**src/rtl/mips_pkg.sv**
```systemverilog
// mips_pkg: shared widths, MDU opcodes and MDU state encoding
package mips_pkg;
    localparam int DATA_32_W = 32;
    localparam int MDU_ITER_DEF = 32;
    typedef enum logic [1:0] {OP_MULT = 2'd0, OP_MULTU = 2'd1, OP_DIV = 2'd2, OP_DIVU = 2'd3} mdu_op_t;
    typedef enum logic [1:0] {IDLE, MUL, DIV, FIX} mdu_state_t;
endpackage

```
**src/rtl/mips_mdu.sv**
```systemverilog
// mips_mdu: iterative multiply/divide unit with HI/LO registers
module mips_mdu import mips_pkg::*; #(
    parameter int MDU_ITER = MDU_ITER_DEF
) (
    input  logic                 clk,
    input  logic                 rst,
    input  logic                 start,
    input  mdu_op_t              op,
    input  logic [DATA_32_W-1:0] rs_data,
    input  logic [DATA_32_W-1:0] rt_data,
    input  logic                 mthi,
    input  logic                 mtlo,
    input  logic [DATA_32_W-1:0] wdata,
    input  logic                 mf_sel,
    output logic [DATA_32_W-1:0] mf_data,
    output logic                 busy,
    output logic                 done,
    output logic [DATA_32_W-1:0] hi,
    output logic [DATA_32_W-1:0] lo
);
    localparam int W = DATA_32_W;
    localparam int CW = $clog2(MDU_ITER) + 1;

    mdu_state_t state;
    logic [CW-1:0] cnt;
    logic [W-1:0] a;
    logic [2*W-1:0] p;
    logic neg_q, neg_r, dz, is_div;

    logic sgn, rs_neg, rt_neg;
    logic [W-1:0] rs_mag, rt_mag, q_fix, r_fix;
    logic [W:0] mul_sum, div_t, div_sub;
    logic [2*W-1:0] prod_fix;

    assign sgn = (op == OP_MULT) || (op == OP_DIV);
    assign rs_neg = sgn & rs_data[W-1];
    assign rt_neg = sgn & rt_data[W-1];
    assign rs_mag = rs_neg ? -rs_data : rs_data;
    assign rt_mag = rt_neg ? -rt_data : rt_data;
    // p holds {partial, multiplier} for MUL and {remainder, dividend/quotient} for DIV
    assign mul_sum = {1'b0, p[2*W-1:W]} + (p[0] ? {1'b0, a} : '0);
    assign div_t = {p[2*W-1:W], p[W-1]};
    assign div_sub = div_t - {1'b0, a};
    assign prod_fix = neg_q ? -p : p;
    assign q_fix = dz ? '1 : neg_q ? -p[W-1:0] : p[W-1:0];
    assign r_fix = neg_r ? -p[2*W-1:W] : p[2*W-1:W];
    assign busy = state != IDLE;
    assign mf_data = mf_sel ? hi : lo;

    always_ff @(posedge clk or negedge rst) begin
        if (!rst) begin
            state <= IDLE;
            cnt <= '0;
            a <= '0;
            p <= '0;
            neg_q <= 1'b0;
            neg_r <= 1'b0;
            dz <= 1'b0;
            is_div <= 1'b0;
            hi <= '0;
            lo <= '0;
            done <= 1'b0;
        end else begin
            done <= 1'b0;
            case (state)
                IDLE: begin
                    if (start) begin
                        state <= op[1] ? DIV : MUL;
                        cnt <= '0;
                        a <= op[1] ? rt_mag : rs_mag;
                        p <= {{W{1'b0}}, op[1] ? rs_mag : rt_mag};
                        neg_q <= rs_neg ^ rt_neg;
                        neg_r <= rs_neg;
                        dz <= op[1] && (rt_data == '0);
                        is_div <= op[1];
                    end else begin
                        if (mthi) hi <= wdata;
                        if (mtlo) lo <= wdata;
                    end
                end
                MUL, DIV: begin
                    // a borrow out of the trial subtraction means the divisor did not fit
                    p <= (state == MUL) ? {mul_sum, p[W-1:1]}
                       : {div_sub[W] ? div_t[W-1:0] : div_sub[W-1:0], p[W-2:0], ~div_sub[W]};
                    cnt <= cnt + 1'b1;
                    if (cnt == CW'(MDU_ITER - 1)) state <= FIX;
                end
                FIX: begin
                    hi <= is_div ? r_fix : prod_fix[2*W-1:W];
                    lo <= is_div ? q_fix : prod_fix[W-1:0];
                    done <= 1'b1;
                    state <= IDLE;
                end
            endcase
        end
    end
endmodule

```
**config.mk**
```make
export PLATFORM = sky130hd
export DESIGN_NAME = mips_mdu
export DESIGN_NICKNAME = d
export VERILOG_FILES = /design/src/rtl/mips_pkg.sv /design/src/rtl/mips_mdu.sv
export SDC_FILE = /design/constraint.sdc
export NUM_CORES = 1
export LEC_CHECK = 0
export CORE_ASPECT_RATIO = 1.4
export CORE_MARGIN = 2
export CORE_UTILIZATION = 50
export DETAILED_ROUTE_END_ITERATION = 6
export PLACE_DENSITY = 0.79
export SKIP_LAST_GASP = 1
export SYNTH_ARGS = -nofsm -noshare
export SYNTH_HDL_FRONTEND = slang
export SYNTH_SLANG_ARGS = --single-unit
```
**constraint.sdc**
```tcl
create_clock -name clk -period 4.57 [get_ports clk]
set_input_delay 0.6855 -clock clk [delete_from_list [all_inputs] [get_ports clk]]
set_output_delay 0.6855 -clock clk [all_outputs]
set_load 0.02 [all_outputs]
```
After elaboration in Yosys (flattened, before gate mapping) --
Cells that the tools add are included.
Operators by class: multiplexer cells 29, bitwise operators 4, shift-type cells 0, equality and inequality tests 10, div/mod/pow operators 0, reduce and logical (&&, ||, !) cells 14, magnitude comparators 0, multiply operators 0, add/subtract/negate cells 8
Operator list (number):
- 2-to-1 mux 32 bit | 16
- 2-to-1 mux 64 bit | 3
- negator 32 bit | 4
- case mux 32 bit (2 select lines) | 2
- case mux 64 bit (2 select lines) | 1
- negator 64 bit | 1
- adder 32 x 32 -> 33 bit | 1
- subtractor 33 x 32 -> 33 bit | 1
- logical NOT 32 bit | 1
- case mux 6 bit (2 select lines) | 1
- != test 2 bit (second input constant) | 5
- adder 6 x 1 -> 6 bit (second input constant) | 1
- == test 2 bit (second input constant) | 3
- == test 6 x 5 -> 1 bit (second input constant) | 1
- 2-to-1 mux 2 bit | 3
- 2-to-1 mux 6 bit | 1
- case mux 2 bit (3 select lines) | 1
- AND reduction 2 bit | 3
- AND reduction 3 bit | 2
- nonzero test 2 bit | 3
- logical NOT 2 bit | 2
- bitwise AND 1 bit | 2
- == test 2 x 1 -> 1 bit (second input constant) | 1
- OR reduction 2 bit | 1
- 5 further kinds | 5
Storage, ports and cells: RAM bits 0, latch bits 0, register bits 173, input bits 104, logic and storage cells 76, output and inout bits 98, ROM bits 0, memories 0

Longest topological paths before layout --
Gate-level depths: netlist (run 1).
depth after elaboration 7, mapped depth 16, gate-level depth less buffers 14

Worst setup path after synthesis (run 1) --
No wires, ideal clock.
kind reg-to-reg, from register p[0], to register p[62], arrival 3354 ps, slack 1090 ps, stages on the path, launching flop included 16, clock period less this slack 3480 ps, setup time 126 ps, cell sequence dfrtp_1 > clkbuf_1 > inv_1 > buf_1 > nor2_1 > ha_1 > nand3_1 > o21a_1 > a311o_1 > a21bo_2 > o311a_1 > o21ai_0 > a21oi_1 > o21ai_0 > xor2_1 > a221o_1
On the way: cells in the longest elaborated chain, start to end 4
Ends and longest elaborated chain:
- start, declared | line mips_mdu.sv:27 | logic [2*W-1:0] p;
- start signal, assigned | line mips_mdu.sv:71 | p <= {{W{1'b0}}, op[1] ? rs_mag : rt_mag};
- start signal, assigned | line mips_mdu.sv:83 | p <= (state == MUL) ? {mul_sum, p[W-1:1]}
- 2-to-1 mux 32 bit | line mips_mdu.sv:41 | assign mul_sum = {1'b0, p[2*W-1:W]} + (p[0] ? {1'b0, a} : '0);
- adder 32 x 32 -> 33 bit | line mips_mdu.sv:41
- 2-to-1 mux 64 bit | line mips_mdu.sv:83
- case mux 64 bit (2 select lines) | line mips_mdu.sv:65 | case (state)
Every way passes these cells. A chain may end at the register's enable or synchronous reset.

Worst setup path in the final report (run 1) --
from register p[0], to register p[63]
The elaborated chain is that of the path after synthesis.

==> results of run 1 <==
logic make-up after synthesis:
group	after synthesis	synth area share
AND/OR/NAND/NOR	615	0.181
adder cells (fa/ha/maj)	74	0.0618
XOR/XNOR	174	0.100
buffers and inverters	188	0.0527
multiplexers	96	0.0674
flip-flops	173	0.285
AO/OA/AOI/OAI	637	0.253
metal layers:
metal  share of wire  up-vias
li1                -     7260
met1            0.39     7232
met2            0.48      703
met3           0.068      137
met4           0.068        0
met5               0        -
metrics by stage:
step	setup slack [ns]	std cells	cell area, µm²	power (mW)	util
CTS	0.660	2484	18100	15.5	0.603
finish	0.595	2485	18100	15.6	0.603
floorplan	1.09	1957	15200	10.5	-
global route	0.401	2485	18100	16.8	0.603
detailed placement	0.611	2452	17500	13.9	0.583
global placement	0.665	2452	17500	13.6	0.583
cell usage in the layout, fill, tap and decap left out, types with 17 or more instances in the layout:
master             n
a211oi_1          31
a21o_1            31
a21oi_1          196
a31oi_1           17
buf_4             29
clkbuf_16         17
clkdlybuf4s50_1  199
dfrtp_1          173
ha_1              70
inv_1             65
mux2_2            52
mux2i_1           44
nand2_1          231
nand2b_1          19
nand3_1           31
nor2_1           208
nor3_1            26
o21ai_0          200
o221ai_1          23
o22ai_1           25
o31ai_1           29
xnor2_1          100
xor2_1            73
sequential cells by signal, summed over array words and instances (netlist names):
register,count
neg_r,1
neg_q,1
state,2
p,64
dz,1
cnt,6
a,32
lo,32
done,1
is_div,1
hi,32
final cells by class:
| cell class | instances | share of cell area |
|---|---|---|
| diodes | 1 | 0.000139 |
| clock buffers | 20 | 0.0258 |
| clock inverters | 12 | 0.00803 |
| inverters | 66 | 0.0137 |
| multi-input cells | 1596 | 0.561 |
| flip-flops and latches | 173 | 0.240 |
| well taps | 385 | 0.0267 |
| repair buffers | 232 | 0.125 |
power groups by stage:
| stage | combinational, mW | sequential, mW | clock, mW |
|---|---|---|---|
| finish | 10.7 | 3.38 | 1.52 |
| global placement | 10.3 | 3.33 | 0 |
| detailed placement | 10.6 | 3.37 | 0 |
| floorplan | 7.25 | 3.24 | 0 |
| CTS | 10.6 | 3.35 | 1.52 |
| global route | 11.7 | 3.47 | 1.59 |
how the worst max path moves through the flow:
stage	depth (start not counted)	slack, ns	to
after CTS	13	0.66	p[62]
after floorplan	15	1.09	p[62]
after global placement	11	0.67	p[29]
after detailed placement	10	0.61	p[30]
after global routing	13	0.40	p[62]
final	13	0.59	p[63]
==> flow_summary.ini, run 1 <==
[place]
gp_congestion = 0.976
place.port_buffers = 201
dp_hpwl_um = 39800

[clock_tree]
h-tree-depth = 4
post_cts_resized = 0
clk_latency_ns = 0.46
postCtsSetupBuffers = 0
ctsRootBufferMaster = clkbuf_16
cts_made_buffers = 17
cts.sinks = 173
clkTransAtPathRegs_ns = 0.07
clock_path_buffers = 2
cts_hold_buffers = 0
cts_tree = built

[die]
dieArea_mm2 = 0.0319
die_w_um = 151
fp-row-count = 75
core_area_mm2 = 0.0299
start_util = 0.508
io_pins = 202
die_h_um = 210

[final_layout]
n_fill_cell = 2720
fin_nets = 2264
areaGrowthSynthToFinish_pct = 18.7
drive_gt1_frac = 0.0691
multi_input_area_mm2 = 0.0101
seqCellArea_mm2 = 0.00433

[critical_path]
crit_chain = inv_1 > nor2_1 > ha_1 > o211ai_1 > a21oi_1 > o21ai_0 > a211oi_1 > o21ai_0 > o211ai_1 > nand2_1 > nor3_1 > nor4b_1 > o31ai_1
r2r_end = p[63]
path_delay_family = compound AO/OA/AOI/OAI gates
critical_path_buf_inv_count = 1
crit_type = flip-flop to flip-flop
startpoint = p[0]
cp_slowest_cell = dfrtp_1
cp_data_arrival_time_ns = 4.34
endpoint_kind = flip-flop
critPathLaunchType = flip-flop
cpPeakStageDelay_ns = 0.47
worst-path-max-fanout = 17
ff2ff_path_depth = 13
required_ns = 4.93
reg2reg_from = p[0]
ff2ff_setup_slack_ns = 0.59

[sta]
whs_ns = 0.335
setup_viol = 0
worst_slew_pin_slew_ns = 1.13
max_freq_mhz = 252
tns_ns = 0
maxSlewHeadroom = 0.248
period_share = 0.870
hold_viol = 0
skew_ns = 0.0130
rsz0062_at_grt = false
drv_slew = 0
min_period_ns = 3.98

[power]
swShare = 0.518
vdd_drop_max_mv = 0.425
power_density_mw_per_mm2 = 866
intPower_mw = 7.53
p_seq_frac = 0.216
p_sw_mw = 8.11
p_leak_nw = 7.44
power_frac_comb = 0.687
clkPwrFrac = 0.097

[grt]
antenna_found_initial = 1
grtUsageTotal = 0.320
use_met2 = 0.527
met3_usage = 0.0431
gr-total-overflow = 0
grt_use_met1 = 0.388
grt_pass1_wl_um = 79200
grt_start_max_net_pins = 106
top_usage_layer = met2
grt_pass1_vias = 14621

[yosys]
avgSynthCellArea_um2 = 7.78
synth_top_area_cell = dfrtp_1
ys_ff_latch = 173
ys_seq_area_frac = 0.285
synth.distinct_cells = 72
synth_enable_flop_cells = 0
yosysWarnings = 0
async_flop_share = 1.00
synth.most_common_cell = nand2_1
synth_common_cells = 232 x nand2_1, 208 x nor2_1, 200 x o21ai_0, 198 x a21oi_1, 173 x dfrtp_1
synthesis.nets = 2135
synthFlopType = dfrtp_1
syn_area_mm2 = 0.0152
yosysTopAreaCellShare = 0.285
synthCells = 1957
synth.area.top_cells = dfrtp_1 28%, o21ai_0 6.6%, a21oi_1 6.5%

[routing]
drt.antenna.violating_nets = 0
drc_errors = 0
num_vias = 15332
wirelength_um = 50800
drt-wirelength-per-cell_um = 20.5
drtIter0Drc = 1391
drt-pass1-iter-count = 6
routed_via_density = 6.17

[min_path]
min_path_type = primary input to asynchronous set/reset pin

[outcome]
status = completed

[flow_run]
cap_violations = 0
No activity file was read; power rests on OpenSTA's default activity.
==> run 2: changes to the inputs <==
--- a/config.mk
+++ b/config.mk
@@ -9,7 +9,7 @@
 export CORE_MARGIN = 2
 export CORE_UTILIZATION = 50
 export DETAILED_ROUTE_END_ITERATION = 6
-export PLACE_DENSITY = 0.79
+export PLACE_DENSITY = 0.72
 export SKIP_LAST_GASP = 1
 export SYNTH_ARGS = -nofsm -noshare
 export SYNTH_HDL_FRONTEND = slang
==> flow_summary.ini, run 2 (synthesis gave the netlist of run 1 again) <==
[clock_tree]
h-tree-depth = 4
cts.sinks = 173
cts_made_buffers = 17
postCtsSetupBuffers = 0
ctsRootBufferMaster = clkbuf_16
cts_hold_buffers = 0
clock_path_buffers = 2
cts_tree = built
post_cts_resized = 0
clk_latency_ns = 0.46
clkTransAtPathRegs_ns = 0.07

[final_layout]
final_common_cell = nand2_1
mostFrequentLayoutCells = 231 x nand2_1, 208 x nor2_1, 200 x o21ai_0, 199 x clkdlybuf4s50_1, 196 x a21oi_1
fin_nets = 2261
largest_register_ffs = 64
top_register = p
multi_input_area_mm2 = 0.0101
n_fill_cell = 2762
areaGrowthSynthToFinish_pct = 18.4
seqCellArea_mm2 = 0.00433
drive_gt1_frac = 0.0664

[critical_path]
crit_type = flip-flop to flip-flop
reg2reg_from = p[32]
r2r_end = p[39]
required_ns = 4.88
critPathLaunchType = flip-flop
cp_slowest_cell = dfrtp_1
crit_chain = inv_1 > fa_1 > nand2b_1 > a21oi_1 > o21ai_0 > a21oi_1 > nand3_1 > a21oi_1 > xor2_4 > buf_12 > mux2_2 > o21ai_0 > o21ai_0
cpPeakStageDelay_ns = 0.46
worst-path-max-fanout = 40
endpoint_kind = flip-flop
crit_path_end = p[39]
ff2ff_setup_slack_ns = 0.58
ff2ff_path_depth = 13
cp_data_arrival_time_ns = 4.30
startpoint = p[32]

[sta]
rsz0062_at_grt = false
worst_slew_pin_slew_ns = 1.01
hold_viol = 0
max_freq_mhz = 250
setup_viol = 0
period_share = 0.874
drv_slew = 0
tns_ns = 0
maxSlewHeadroom = 0.322
skew_ns = 0.0122
min_period_ns = 3.99

[die]
start_util = 0.508
die_h_um = 210
io_pins = 202
core_area_mm2 = 0.0299
die_w_um = 151
dieArea_mm2 = 0.0319
fp-row-count = 75

[power]
vdd_drop_max_mv = 0.431
p_leak_nw = 7.41
power_density_mw_per_mm2 = 864
p_total_mw = 15.6

[place]
dp_hpwl_um = 39700
place.port_buffers = 201
gp_congestion = 0.974

[flow_run]
cap_violations = 0

[grt]
grt_pass1_wl_um = 79100
gr-total-overflow = 0
grt_pass1_vias = 14283
top_usage_layer = met2
grt_start_max_net_pins = 97
grtUsageTotal = 0.321
grt_use_met1 = 0.403
antenna_found_initial = 2
met3_usage = 0.0355
use_met2 = 0.540

[routing]
num_vias = 15083
drt-pass1-iter-count = 7
wirelength_um = 50800
drc_errors = 0
drt-wirelength-per-cell_um = 20.5
drtIter0Drc = 1192
drt.antenna.violating_nets = 0
routed_via_density = 6.08

[min_path]
min_path_type = primary input to asynchronous set/reset pin

[outcome]
status = completed
run 2: cell count changes in the layout (fill, tap and decap cells not counted), sizes merged:
| cell | delta |
|---|---|
| clkinv | -2 |
| bufinv | +1 |
| clkinvlp | +1 |
| inv | -2 |
| buf | -3 |
| diode | +1 |
run 2: worst max-delay path: cells and delay by family, from the launching register on:
| family | cells | cell delay (ns) |
|---|---|---|
| fa+ha+maj | 1 | 0.44 |
| simple gates | 2 | 0.39 |
| mux | 1 | 0.36 |
| flops | 1 | 0.46 |
| xor+xnor | 1 | 0.19 |
| compound gates | 6 | 1.55 |
| buf+inv | 2 | 0.44 |
run 2: worst min-delay path by stage:
| stage | from | endpoint | slack (ns) |
|---|---|---|---|
| floorplan | rst | a[0] | 0.39 |
| global placement | a[9] | a[9] | 0.46 |
| detailed placement | a[18] | a[18] | 0.47 |
| CTS | rst | a[15] | 0.27 |
| global route | rst | a[15] | 0.30 |
| finish | rst | a[15] | 0.26 |
run 2: cell type report:
class / count / share of cell area
well taps: 385 / 0.0267
clock inverters: 10 / 0.00722
multi-input cells: 1596 / 0.562
clock buffers: 20 / 0.0253
repair buffers: 229 / 0.125
flip-flops and latches: 173 / 0.240
inverters: 66 / 0.0137
diodes: 2 / 0.000278
run 2: per-stage QoR:
step,instances,worst slack (ns),area (µm²),utilization,hold slack [ns]
6_report,2481,0.578,18000,0.602,0.261
5_1_grt,2481,0.291,18000,0.602,0.301
4_1_cts,2479,0.628,18000,0.602,0.275
3_5_place_dp,2449,0.652,17400,0.582,0.472
3_3_place_gp,2449,0.672,17400,0.582,0.464
2_1_floorplan,1957,1.09,15200,-,0.390
run 2: power breakdown:
group	leakage (nW)	switching (mW)	internal, mW	total, mW
registers	2.12	1.05	2.31	3.36
clock network	0.282	0.660	0.838	1.50
logic	5.00	6.36	4.36	10.7
run 2: routing by layer:
| metal | wire (µm) | vias to the layer above |
|---|---|---|
| met5 | 0 | - |
| met4 | 2520 | 0 |
| met3 | 3100 | 104 |
| met2 | 24500 | 612 |
| met1 | 20700 | 7118 |
| li1 | - | 7249 |
==> run 3: changes to the inputs <==
--- a/config.mk
+++ b/config.mk
@@ -9,6 +9,7 @@
 export CORE_MARGIN = 2
 export CORE_UTILIZATION = 50
 export DETAILED_ROUTE_END_ITERATION = 6
+export HOLD_SLACK_MARGIN = 0.08
 export PLACE_DENSITY = 0.72
 export SKIP_LAST_GASP = 1
 export SYNTH_ARGS = -nofsm -noshare
==> results of run 3 <==
Final layout, timing and power as in run 2 (identical DEF).
